### src/rtl/bin_to_gray_counter.sv
// Up/down binary counter with a registered Gray-code output and a sticky
// checker that flags any count step whose Gray change is not exactly one bit.
module bin_to_gray_counter #(
  parameter int N = 4
) (
  input  logic         clk,
  input  logic         rst,
  input  logic         en,
  input  logic         up,
  input  logic         load,
  input  logic [N-1:0] load_bin,
  output logic [N-1:0] bin,
  output logic [N-1:0] gray,
  output logic         wrap,
  output logic         step_err
);

  localparam logic [N-1:0] ONE  = N'(1);
  localparam logic [N-1:0] ZERO = '0;
  localparam logic [N-1:0] ALL1 = '1;

  logic [N-1:0] step_bin;
  logic [N-1:0] step_gray;
  logic [N-1:0] load_gray;
  logic         step_wrap;
  logic         step_bad;

  function automatic int popcount(input logic [N-1:0] v);
    int c;
    c = 0;
    for (int i = 0; i < N; i++) begin
      c += int'(v[i]);
    end
    return c;
  endfunction

  always_comb begin
    step_bin  = up ? (bin + ONE) : (bin - ONE);
    step_gray = step_bin ^ (step_bin >> 1);
    load_gray = load_bin ^ (load_bin >> 1);
    step_wrap = up ? (bin == ALL1) : (bin == ZERO);
    // Checked against the registered gray, so a broken encoder is caught.
    step_bad  = (popcount(step_gray ^ gray) != 1);
  end

  always_ff @(posedge clk) begin
    if (rst) begin
      bin      <= '0;
      gray     <= '0;
      wrap     <= 1'b0;
      step_err <= 1'b0;
    end else if (load) begin
      bin  <= load_bin;
      gray <= load_gray;
      wrap <= 1'b0;
    end else if (en) begin
      bin  <= step_bin;
      gray <= step_gray;
      wrap <= step_wrap;
      if (step_bad) begin
        step_err <= 1'b1;
      end
    end else begin
      wrap <= 1'b0;
    end
  end

endmodule

### config.mk
export PLATFORM = sky130hd
export DESIGN_NAME = bin_to_gray_counter
export DESIGN_NICKNAME = d
export VERILOG_FILES = /design/src/rtl/bin_to_gray_counter.sv
export SDC_FILE = /design/constraint.sdc
export NUM_CORES = 1
export LEC_CHECK = 0
export ABC_AREA = 1
export BUFFER_PORTS_ARGS = -buffer_cell sky130_fd_sc_hd__clkbuf_2
export CAP_MARGIN = 15
export CORE_MARGIN = 2
export CORE_UTILIZATION = 50
export CTS_CLUSTER_SIZE = 28
export DETAILED_ROUTE_END_ITERATION = 12
export GPL_TIMING_DRIVEN = 0
export PLACE_DENSITY_LB_ADDON = 0.08
export REMOVE_ABC_BUFFERS = 1
export SLEW_MARGIN = 10
export SYNTH_ARGS = -nofsm -noshare
export SYNTH_HDL_FRONTEND = slang
export SYNTH_SLANG_ARGS = --single-unit
### constraint.sdc
create_clock -name clk -period 6.65 [get_ports clk]
set_input_delay 1.33 -clock clk [delete_from_list [all_inputs] [get_ports clk]]
set_output_delay 1.33 -clock clk [all_outputs]
set_load 0.005 [all_outputs]
; Word level (Yosys, flattened, before mapping)
; Index checks and enable logic that the tools add are counted.
[totals]
ff_bits = 10
latch_bits = 0
rom_bits = 0
input_bits = 9
mem_count = 0
mem_bits_rw = 0
[classes]
shifts = 0
div = 0
add_sub_neg = 5
n_eq_ne = 2
reduce_logical = 4
order_cmp = 0
bitwise = 5
multipliers = 0
mux = 6
[op_table]
columns = op, count
row1 = 2-to-1 mux 4 bit, 5
row2 = XOR 4 x 3 -> 4 bit, 2
row3 = adder 3 x 1 -> 4 bit, 1
row4 = "adder 4 x 1 -> 4 bit, second input constant", 1
row5 = "== test 4 bit, second input constant", 1
row6 = logical NOT 4 bit, 1
row7 = "inequality test 4 x 1 -> 1 bit, second input constant", 1
row8 = "subtractor 4 x 1 -> 4 bit, second input constant", 1
row9 = XOR 4 bit, 1
row10 = adder 2 x 1 -> 3 bit, 1
row11 = AND reduction 3 bit, 1
row12 = OR reduction 3 bit, 1
row13 = adder 1 x 1 -> 2 bit, 1
row14 = inverter 1 bit, 2
row15 = nonzero test 2 bit, 1
row16 = 2-to-1 mux 1 bit, 1

; Depth between registers and ports, before layout
; Gate-level depths: netlist of the first run.
[logic_depth]
word_depth = 9
depth_mapped = 13
depth_no_buf = 13

; Worst setup path after synthesis of the first run
; OpenSTA, ideal clock, no wires.
[synth_path]
path_kind = input to register
start = input up
end = register step_err
n_path_buf = 0
setup_slack_ps = 2986
cell_stages = 9
t_arrival_ps = 3545
cell_sequence = fa_1 xor2_1 xnor2_1 fa_1 inv_1 ha_1 ha_1 nor3b_1 o31ai_1
[synth_between]
elab_chain_cells = 8
[synth_lines]
columns = element, line_no
row1 = start: declaration, 9  ; input logic up,
row2 = 2-to-1 mux 4 bit *, 38  ; step_bin = up ? (bin + ONE) : (bin - ONE);
row3 = XOR 4 x 3 -> 4 bit *, 39  ; step_gray = step_bin ^ (step_bin >> 1);
row4 = XOR 4 bit *, 43  ; step_bad = (popcount(step_gray ^ gray) != 1);
row5 = adder 1 x 1 -> 2 bit, 32  ; c += int'(v[i]);
row6 = adder 2 x 1 -> 3 bit, 32
row7 = adder 3 x 1 -> 4 bit *, 32
row8 = inequality test 4 x 1 -> 1 bit *, 43
row9 = AND reduction 3 bit (no line) *, -
row10 = end signal: assignment, 51  ; step_err <= 1'b0;
row11 = end signal: assignment, 61  ; step_err <= 1'b1;
row12 = end: declaration, 15  ; output logic step_err
; Mark *: on every way between the ends. The rest lies on a longest branch, timed or not.
; A chain may end at the register's enable or synchronous reset.

; Worst setup path in the final report of the first run
; Ends and elaborated chain as after synthesis.

==> results of run 1 <==
power by group:
| group | switching [mW] | internal (mW) | leakage (nW) |
|---|---|---|---|
| sequential | 0.00546 | 0.0603 | 0.0745 |
| clock | 0.0194 | 0.0231 | 0.0150 |
| combinational | 0.0468 | 0.0394 | 0.358 |
flip-flops by register name (all words and copies together), names as in the netlist:
signal	count
gray	3
bin	4
wrap	1
step_err	1
synth_stat cells (2+ instances only):
master	n	area, um^2
o21ai_0	9	45.0
inv_1	18	67.6
nand2_1	21	78.8
xor2_1	2	17.5
ha_1	4	50.1
nand3_1	9	45.0
fa_1	2	40.0
nor2_1	4	15.0
a21oi_1	8	40.0
xnor2_1	2	17.5
dfxtp_1	9	180
nand2_2	3	18.8
path summary, 6_finish.rpt:
check | slack, ns | cells past startpoint | to
worst min register to register | 0.46 | 2 | step_err
worst min-delay path | 0.46 | 2 | step_err
worst max register to register | 3.61 | 10 | step_err
worst max-delay path | 3.01 | 10 | step_err
layer usage:
layer,global-route usage,routed length (um)
met2,0.281,611
met3,0.0326,47
met4,0.121,34
met5,0,0
met1,0.294,661
cells by family (layout without fill, tap and decap cells):
logic type / Yosys count / after routing / synth area share
compound gates: 20 / 20 / 0.158
xor+xnor: 5 / 5 / 0.0743
fa+ha+maj: 6 / 6 / 0.130
buf+inv: 20 / 41 / 0.114
flops: 9 / 9 / 0.261
simple gates: 40 / 40 / 0.263
area by class of cell:
cell class / instances / share of cell area
sequential: 9 / 0.220
clock buffer: 4 / 0.0321
tap: 15 / 0.0229
multi-input combinational: 71 / 0.528
inverter: 19 / 0.0872
timing repair buffer: 18 / 0.110
worst max-delay path, cell delays in order:
cell and delay [ns]:
clkbuf_2 0.11, fa_1 0.66, xor2_1 0.24, xnor2_1 0.14, fa_1 0.54, inv_1 0.04, ha_1 0.19, ha_1 0.26
nor3b_1 0.19, o31ai_1 0.08
stage by stage:
step | worst slack (ns) | hold WS (ns)
2_1_floorplan | 2.99 | 0.452
3_3_place_gp | 2.70 | 0.442
3_5_place_dp | 2.69 | 0.451
4_1_cts | 2.98 | 0.467
5_1_grt | 2.90 | 0.496
6_report | 3.01 | 0.459
==> metrics.md, run 1 <==
| Metric | Value |
|---|---|
| DRC viols | `0` |
| Pins over their slew limit | `0` |
| FILL cells | `139` |
| Pin count of the biggest net entering global routing | `8` |
| Hold Path Class | `register to register` |
| Unrepaired setup endpoints after global routing | `no` |
| Worst flop-to-flop path startpoint | `bin[0]` |
| Crit path capture type | `register` |
| Antenna viol nets, final | `0` |
| Pwr dens | `238 mW/mm^2` |
| Initial core utilization | `0.531` |
| Slew headroom | `0.812` |
| Non-Filler Instances | `about 140` |
| Worst EP required | `6.80 ns` |
| CTS tree | `done` |
| CP Class | `input port to register` |
| Hold_buf cts | `0` |
| Sequential area share after synthesis | `0.261` |
| Row cnt | `13` |
| IO Pins | `19` |
| Post-CTS Setup Inserts | `0` |
| Layout cells sized above 1 | `0.223` |
| Async SR Flop Fraction | `0` |
| Core ar. | `approximately 0.0013 mm^2` |
| Area of the multi-input gates | `432 um^2` |
| Vias in the first global route | `518` |
| Die area | `0.00169 mm^2` |
| DR iter-0 viols | `17` |
| EDFF count, synth | `0` |
| Source of the worst hold timing path | `step_err` |
| Total Wirelength | `around 1400 um` |
| LEAKAGE | `0.448 nW` |
| Final Skew | `around 0.0044 ns` |
| Die height | `41.2 um` |
| Vias | `about 670` |
| Ant. Diodes | `0` |
| FMAX | `0.274 GHz` |
| Count of final hold-check violations | `0` |
| TritonRoute pass-1 iters | `4` |
| Final Wtd Congestion | `just under 0.8` |
| Total power | `0.195 mW` |
| Clk root buf | `clkbuf_4` |
| Initial antenna violation count | `0` |
| Number of vias per cell | `roughly 4.9` |
| Final net count | `137` |
| Global-route wire length before repair | `2160 um` |
| Total negative setup slack | `0 ns` |
| Htree depth | `1` |
| #FFs+latches synth | `9` |
| Number of instances in the placed design | `132` |
| Max_cap viols | `0` |
| Hpwl dp | `1150 um` |
| Final Cell Area | `about 800 um^2` |
| Final period util | `0.548` |
| Most common cell after layout, fill and taps aside | `nand2_1` |
| Min Tclk post-route | `around 3.6 ns` |
| Post-synth top flop | `dfxtp_1` |
| Die Wd | `41.2 um` |
| CTS max path bufs | `2` |
| Critical Path Fanout Max | `3` |
| Final setup vio count | `0` |
| Mapped Cells | `100` |
| Peak VDD IR | `between 0.1 and 0.15 mV` |
| Post-DP Area | `792 um^2` |
| Seq. cell area | `180 um^2` |
| CTS sink cnt | `9` |
| Area Overhead vs Synth | `18.5%` |
| I/O Buffers | `18` |
| Worst Max-Slew Pin Slew | `0.282 ns` |
| GRT Overall Usage | `0.204` |
| CTS Buf Count | `3` |
| Arr. time, crit path | `3.79 ns` |
| Worst-skew pair later-pin latency | `around 0.26 ns` |
| Most frequent cells in the layout | `21 x nand2_1, 18 x inv_1, 18 x clkbuf_2` |
| Startpoint type of the worst setup path | `input port` |
| # resized after CTS | `0` |
| Wire per inst | `9.96 um` |
| Clock transition at path regs | `0.06 ns` |
| CP startpoint | `up` |
| Cell Area, Synth | `691 um^2` |
| Total gr overflow | `0` |
| Ys Warns | `0` |
| Distinct cells, synth | `21` |
| Outcome | `finished clean` |
| Core Util, Final | `0.629` |
| Syn Area/Cell | `6.91 um^2` |
No activity file was read; power rests on OpenSTA's default activity.
==> inputs of run 2 (changes only) <==
--- a/config.mk
+++ b/config.mk
@@ -9,7 +9,7 @@
 export BUFFER_PORTS_ARGS = -buffer_cell sky130_fd_sc_hd__clkbuf_2
 export CAP_MARGIN = 15
 export CORE_MARGIN = 2
-export CORE_UTILIZATION = 50
+export CORE_UTILIZATION = 45
 export CTS_CLUSTER_SIZE = 28
 export DETAILED_ROUTE_END_ITERATION = 12
 export GPL_TIMING_DRIVEN = 0
==> constraint.sdc (replaced) <==
create_clock -name clk -period 3.1 [get_ports clk]
set_input_delay 0.62 -clock clk [delete_from_list [all_inputs] [get_ports clk]]
set_output_delay 0.62 -clock clk [all_outputs]
set_load 0.005 [all_outputs]
==> metrics.md, run 2 (same netlist as run 1, synthesis figures left out) <==
| Metric | Value |
|---|---|
| LEAKAGE | `about 0.45 nW` |
| Initial antenna violation count | `0` |
| Pins over their slew limit | `0` |
| Final setup vio count | `0` |
| Core Util, Final | `0.567` |
| Final Cell Area | `835 um^2` |
| Worst EP required | `3.26 ns` |
| GRT Overall Usage | `0.203` |
| CTS max path bufs | `2` |
| Clk pwr share | `0.227` |
| DR iter-0 viols | `17` |
| Initial core utilization | `0.469` |
| Most frequent cells in the layout | `21 x nand2_1, 18 x inv_1, 18 x clkbuf_2, 9 x nand3_1, 9 x o21ai_0` |
| Max_cap viols | `0` |
| Most flop-heavy register | `bin` |
| Post-DP Area | `793 um^2` |
| Min Tclk post-route | `2.90 ns` |
| Row cnt | `14` |
| Vias | `700` |
| Pin count of the biggest net entering global routing | `8` |
| Combinational Power Share | `0.441` |
| CP Class | `input port to register` |
| Final period util | `0.935` |
| Ant. Diodes | `0` |
| Die Wd | `43.2 um` |
| Number of vias per cell | `5.11` |
| Post-place setup slack | `-0.159 ns` |
| Count of final hold-check violations | `0` |
| Total gr overflow | `0` |
| Critical Path Fanout Max | `3` |
| DRC viols | `0` |
| Final net count | `between 100 and 150` |
| Startpoint type of the worst setup path | `input port` |
| I/O Buffers | `18` |
| Final Skew | `0.00254 ns` |
| Unrepaired setup endpoints after global routing | `no` |
| Slowest CP cell | `fa_1` |
| IO Pins | `19` |
| FILL cells | `152` |
| FMAX | `0.345 GHz` |
| Most common cell after layout, fill and taps aside | `nand2_1` |
| Die area | `0.00186 mm^2` |
| Htree depth | `1` |
| Outcome | `finished clean` |
| Worst Max-Slew Pin Slew | `0.258 ns` |
| Internal power | `0.264 mW` |
| Reg power frac | `0.332` |
| Clk root buf | `clkbuf_4` |
| Core ar. | `roughly 0.0015 mm^2` |
| Crit path capture type | `register` |
| Clock transition at path regs | `0.06 ns` |
| Hpwl dp | `1250 um` |
| Arr. time, crit path | `3.06 ns` |
| Worst path cell trace | `clkbuf_2 -> fa_1 -> xor2_2 -> xnor2_1 -> fa_1 -> inv_1 -> ha_1 -> ha_1 -> nor3b_1 -> o31ai_1` |
| Pwr dens | `510 mW/mm^2` |
| Antenna viol nets, final | `0` |
| R2R Setup Slk | `0.21 ns` |
| Vias in the first global route | `678` |
| CTS sink cnt | `9` |
| Switching Share | `0.379` |
| Global-route wire length before repair | `2840 um` |
| Final Wtd Congestion | `0.825` |
| Regs by FF count | `bin (4), gray (3)` |
| Total Wirelength | `around 1600 um` |
| Wire per inst | `roughly 12 um` |
| Layout cells sized above 1 | `0.248` |
| Slew headroom | `0.826` |
| Hold_buf cts | `0` |
| Area Overhead vs Synth | `20.8%` |
| Die height | `43.2 um` |
| Worst-skew pair later-pin latency | `0.27 ns` |
| Post-CTS Setup Inserts | `0` |
| NetSw | `0.161 mW` |
| CTS tree | `done` |
| Final WS setup | `0.202 ns` |
| Worst path max stage delay | `approximately 0.68 ns` |
| Hold Path Class | `register to register` |
| Max reg flops | `4` |
| Peak VDD IR | `0.285 mV` |
| CTS Buf Count | `3` |
| TritonRoute pass-1 iters | `4` |
run 2: cell types whose count changed in the layout (fill, tap and decap cells not counted):
cell | before | now
a21oi_1 | 8 | 7
a21oi_2 | 0 | 1
dfxtp_1 | 9 | 8
dfxtp_4 | 0 | 1
xor2_1 | 2 | 1
xor2_2 | 1 | 2
run 2: metal layers:
layer,GRT usage,part of all wire,vias to the layer above
li1,-,-,365
met1,0.256,0.47,318
met2,0.328,0.47,12
met3,0.0298,0.036,5
met4,0.109,0.025,0
met5,0,0,-
run 2: path summary, 6_finish.rpt:
check	from	endpoint	cells after the start
max	up	step_err	10
min	step_err	step_err	2
max reg2reg	bin[1]	step_err	10
min reg2reg	step_err	step_err	2
run 2: power groups by stage:
| stage | clock network (mW) | registers (mW) | logic (mW) |
|---|---|---|---|
| 2_1_floorplan | 0 | 0.144 | 0.138 |
| 3_3_place_gp | 0 | 0.143 | 0.185 |
| 3_5_place_dp | 0 | 0.144 | 0.188 |
| 4_1_cts | 0.0958 | 0.141 | 0.189 |
| 5_1_grt | 0.105 | 0.144 | 0.223 |
| 6_report | 0.0963 | 0.141 | 0.188 |
run 2: cell type report:
| cell class | instances | area, um^2 | area share |
|---|---|---|---|
| multi-input cells | 71 | 443 | 0.531 |
| repair buffers | 18 | 90.1 | 0.108 |
| clock buffers | 4 | 26.3 | 0.0315 |
| inverters | 19 | 71.3 | 0.0855 |
| well taps | 16 | 20.0 | 0.0240 |
| flip-flops and latches | 9 | 184 | 0.220 |
run 2: timing repair:
| item | 4_1_cts | 5_1_grt |
|---|---|---|
| resized for setup | 0 | 4 |
| endpoints found under the setup margin | 0 | 1 |
| hold endpoints to repair | 0 | 0 |
run 2: through the flow:
stage	std cells	TNS (ns)	hold slack, ns	power [mW]
after floorplan	99	0	0.452	0.282
after global placement	133	-0.163	0.444	0.328
after detailed placement	133	-0.159	0.442	0.332
after CTS	137	0	0.460	0.426
after global routing	137	0	0.512	0.472
final	137	0	0.455	0.425
run 2: worst max-delay path, delay by kind of cell:
family,cells,cell delay (ns)
and+or+nand+nor,1,0.21
adders and majority gates,4,1.66
AOI/OAI and AO/OA,1,0.08
xor gates and xnor gates,2,0.34
buffers and inverters,2,0.16
==> inputs of run 3 (changes only) <==
--- a/config.mk
+++ b/config.mk
@@ -5,7 +5,6 @@
 export SDC_FILE = /design/constraint.sdc
 export NUM_CORES = 1
 export LEC_CHECK = 0
-export ABC_AREA = 1
 export BUFFER_PORTS_ARGS = -buffer_cell sky130_fd_sc_hd__clkbuf_2
 export CAP_MARGIN = 15
 export CORE_MARGIN = 2
==> metrics.md, run 3 <==
| Metric | Value |
|---|---|
| CTS max path bufs | `2` |
| #FFs+latches synth | `9` |
| Startpoint type of the worst setup path | `input port` |
| Final net count | `114` |
| Total Wirelength | `around 1300 um` |
| Mapped Cells | `80` |
| Wire per inst | `11.8 um` |
| Regs by FF count | `bin (4), gray (3)` |
| Hpwl dp | `1050 um` |
| Syn Area/Cell | `about 9 um^2` |
| Most frequent cells in the layout | `18 x clkbuf_2, 8 x nor2_1, 7 x dfxtp_1, 6 x inv_1, 6 x nand2_1` |
| Pwr dens | `about 550 mW/mm^2` |
| Sequential area share after synthesis | `0.255` |
| Slew headroom | `0.716` |
| Count of final hold-check violations | `0` |
| Dominant cell type by area after synthesis | `dfxtp_1` |
| Number of vias per cell | `5.04` |
| Initial antenna violation count | `0` |
| CTS sink cnt | `9` |
| Total power | `0.461 mW` |
| Final period util | `0.955` |
| DRC viols | `0` |
| Pin count of the biggest net entering global routing | `12` |
| DR iter-0 viols | `2` |
| Top-count cell post-synth | `dfxtp_1` |
| Initial core utilization | `0.475` |
| Worst hold slack | `0.476 ns` |
| Die area | `0.00190 mm^2` |
| I/O Buffers | `18` |
| Outcome | `finished clean` |
| Most flop-heavy register | `bin` |
| Final Cell Area | `841 um^2` |
| CTS tree | `done` |
| Vias | `575` |
| Arr. time, crit path | `3.11 ns` |
| Final Wtd Congestion | `0.732` |
| Final setup vio count | `0` |
| CTS Buf Count | `3` |
| TritonRoute pass-1 iters | `2` |
| Async SR Flop Fraction | `0` |
| Post-synth top area share | `0.255` |
| Clock transition at path regs | `0.06 ns` |
| LEAKAGE | `0.399 nW` |
| Pins over their slew limit | `0` |
| Synth top area cells | `dfxtp_1 25%, xnor2_1 8.7%, ha_1 7.1%` |
| Worst Max-Slew Pin Slew | `0.415 ns` |
| Die Wd | `about 44 um` |
| Ant. Diodes | `0` |
| Hold Path Class | `register to register` |
| Synth top cells by count | `9 x dfxtp_1, 8 x nor2_1, 7 x xnor2_1` |
| Row cnt | `14` |
| Total gr overflow | `0` |
| Post-place setup slack | `-0.191 ns` |
| Most common cell after layout, fill and taps aside | `clkbuf_2` |
| Distinct cells, synth | `32` |
| Final WS setup | `about 0.14 ns` |
| GRT Overall Usage | `0.160` |
| Post-synth top flop | `dfxtp_1` |
| Critical Path Fanout Max | `7` |
| FMAX | `around 0.34 GHz` |
| Core Util, Final | `0.565` |
| Max_cap viols | `0` |
| Antenna viol nets, final | `0` |
| Crit path capture type | `register` |
| Area Overhead vs Synth | `18.9%` |
| Clk root buf | `clkbuf_4` |
| IO Pins | `19` |
| Cell Area, Synth | `707 um^2` |
| Global-route wire length before repair | `2240 um` |
| Max reg flops | `4` |
| Post-DP Area | `779 um^2` |
| Vias in the first global route | `499` |
| Peak VDD IR | `0.326 mV` |
| EDFF count, synth | `0` |
| Die height | `43.6 um` |
| Worst-skew pair later-pin latency | `0.26 ns` |
| CP Class | `input port to register` |
| Htree depth | `1` |
| Unrepaired setup endpoints after global routing | `no` |
| Min Tclk post-route | `2.96 ns` |
| Layout cells sized above 1 | `0.357` |
| Core ar. | `0.00149 mm^2` |
| Worst EP required | `3.25 ns` |
| Final Skew | `approximately 0.0048 ns` |
| Ys Warns | `0` |
## run 3: final timing paths
path             from  slack (ns)  depth (start not counted)        to
max                up        0.14                         14  step_err
max reg2reg    bin[0]        0.18                         12  step_err
min          step_err        0.48                          2  step_err
min reg2reg  step_err        0.48                          2  step_err
## run 3: layer usage
metal  wire length (um)  global-route usage  vias to the layer above
met2                619               0.256                       12
met1                661               0.211                      253
met4                  0              0.0182                        0
li1                   -                   -                      310
met3                 60              0.0625                        0
met5                  0                   0                        -
## run 3: area by class of cell
cell class	count	area (um^2)
flip-flops and latches	9	183
fillers	153	648
repair buffers	19	97.6
multi-input cells	58	482
clock buffers	4	26.3
well taps	16	20.0
inverters	8	32.5
## run 3: kinds of logic after synthesis
kind of cell             count (synthesis)  synth area share
AO/OA/AOI/OAI                           16             0.161
XOR/XNOR                                13             0.191
adder cells (fa/ha/maj)                  6             0.127
buffers and inverters                   13            0.0991
flip-flops                               9             0.255
multiplexers                             2            0.0301
AND/OR/NAND/NOR                         21             0.136
## run 3: power breakdown
part / switching, mW / internal (mW) / leakage [nW]
Clock: 0.0420 / 0.0496 / 0.0150
Sequential: 0.0140 / 0.130 / 0.0752
Combinational: 0.111 / 0.115 / 0.309
## run 3: what timing repair did
action,in CTS,in global routing
hold buffers,0,0
endpoints found under the hold margin,0,0
setup endpoints to repair,0,1
buffers inserted,0,1
gates resized for setup,0,6
## run 3: critical path: stages
cell	delay [ns]
clkbuf_2	0.15
inv_4	0.07
ha_1	0.37
xnor2_2	0.28
xnor2_2	0.16
xnor2_1	0.11
fa_1	0.50
inv_1	0.04
ha_1	0.18
ha_1	0.26
nor2_1	0.10
nand2_1	0.06
a31oi_1	0.16
nor2_1	0.05
## run 3: per-stage QoR
step / std cells / TNS (ns)
floorplan: 75 / 0
global placement: 109 / -0.182
detailed placement: 109 / -0.191
CTS: 113 / 0
global route: 114 / 0
finish: 114 / 0
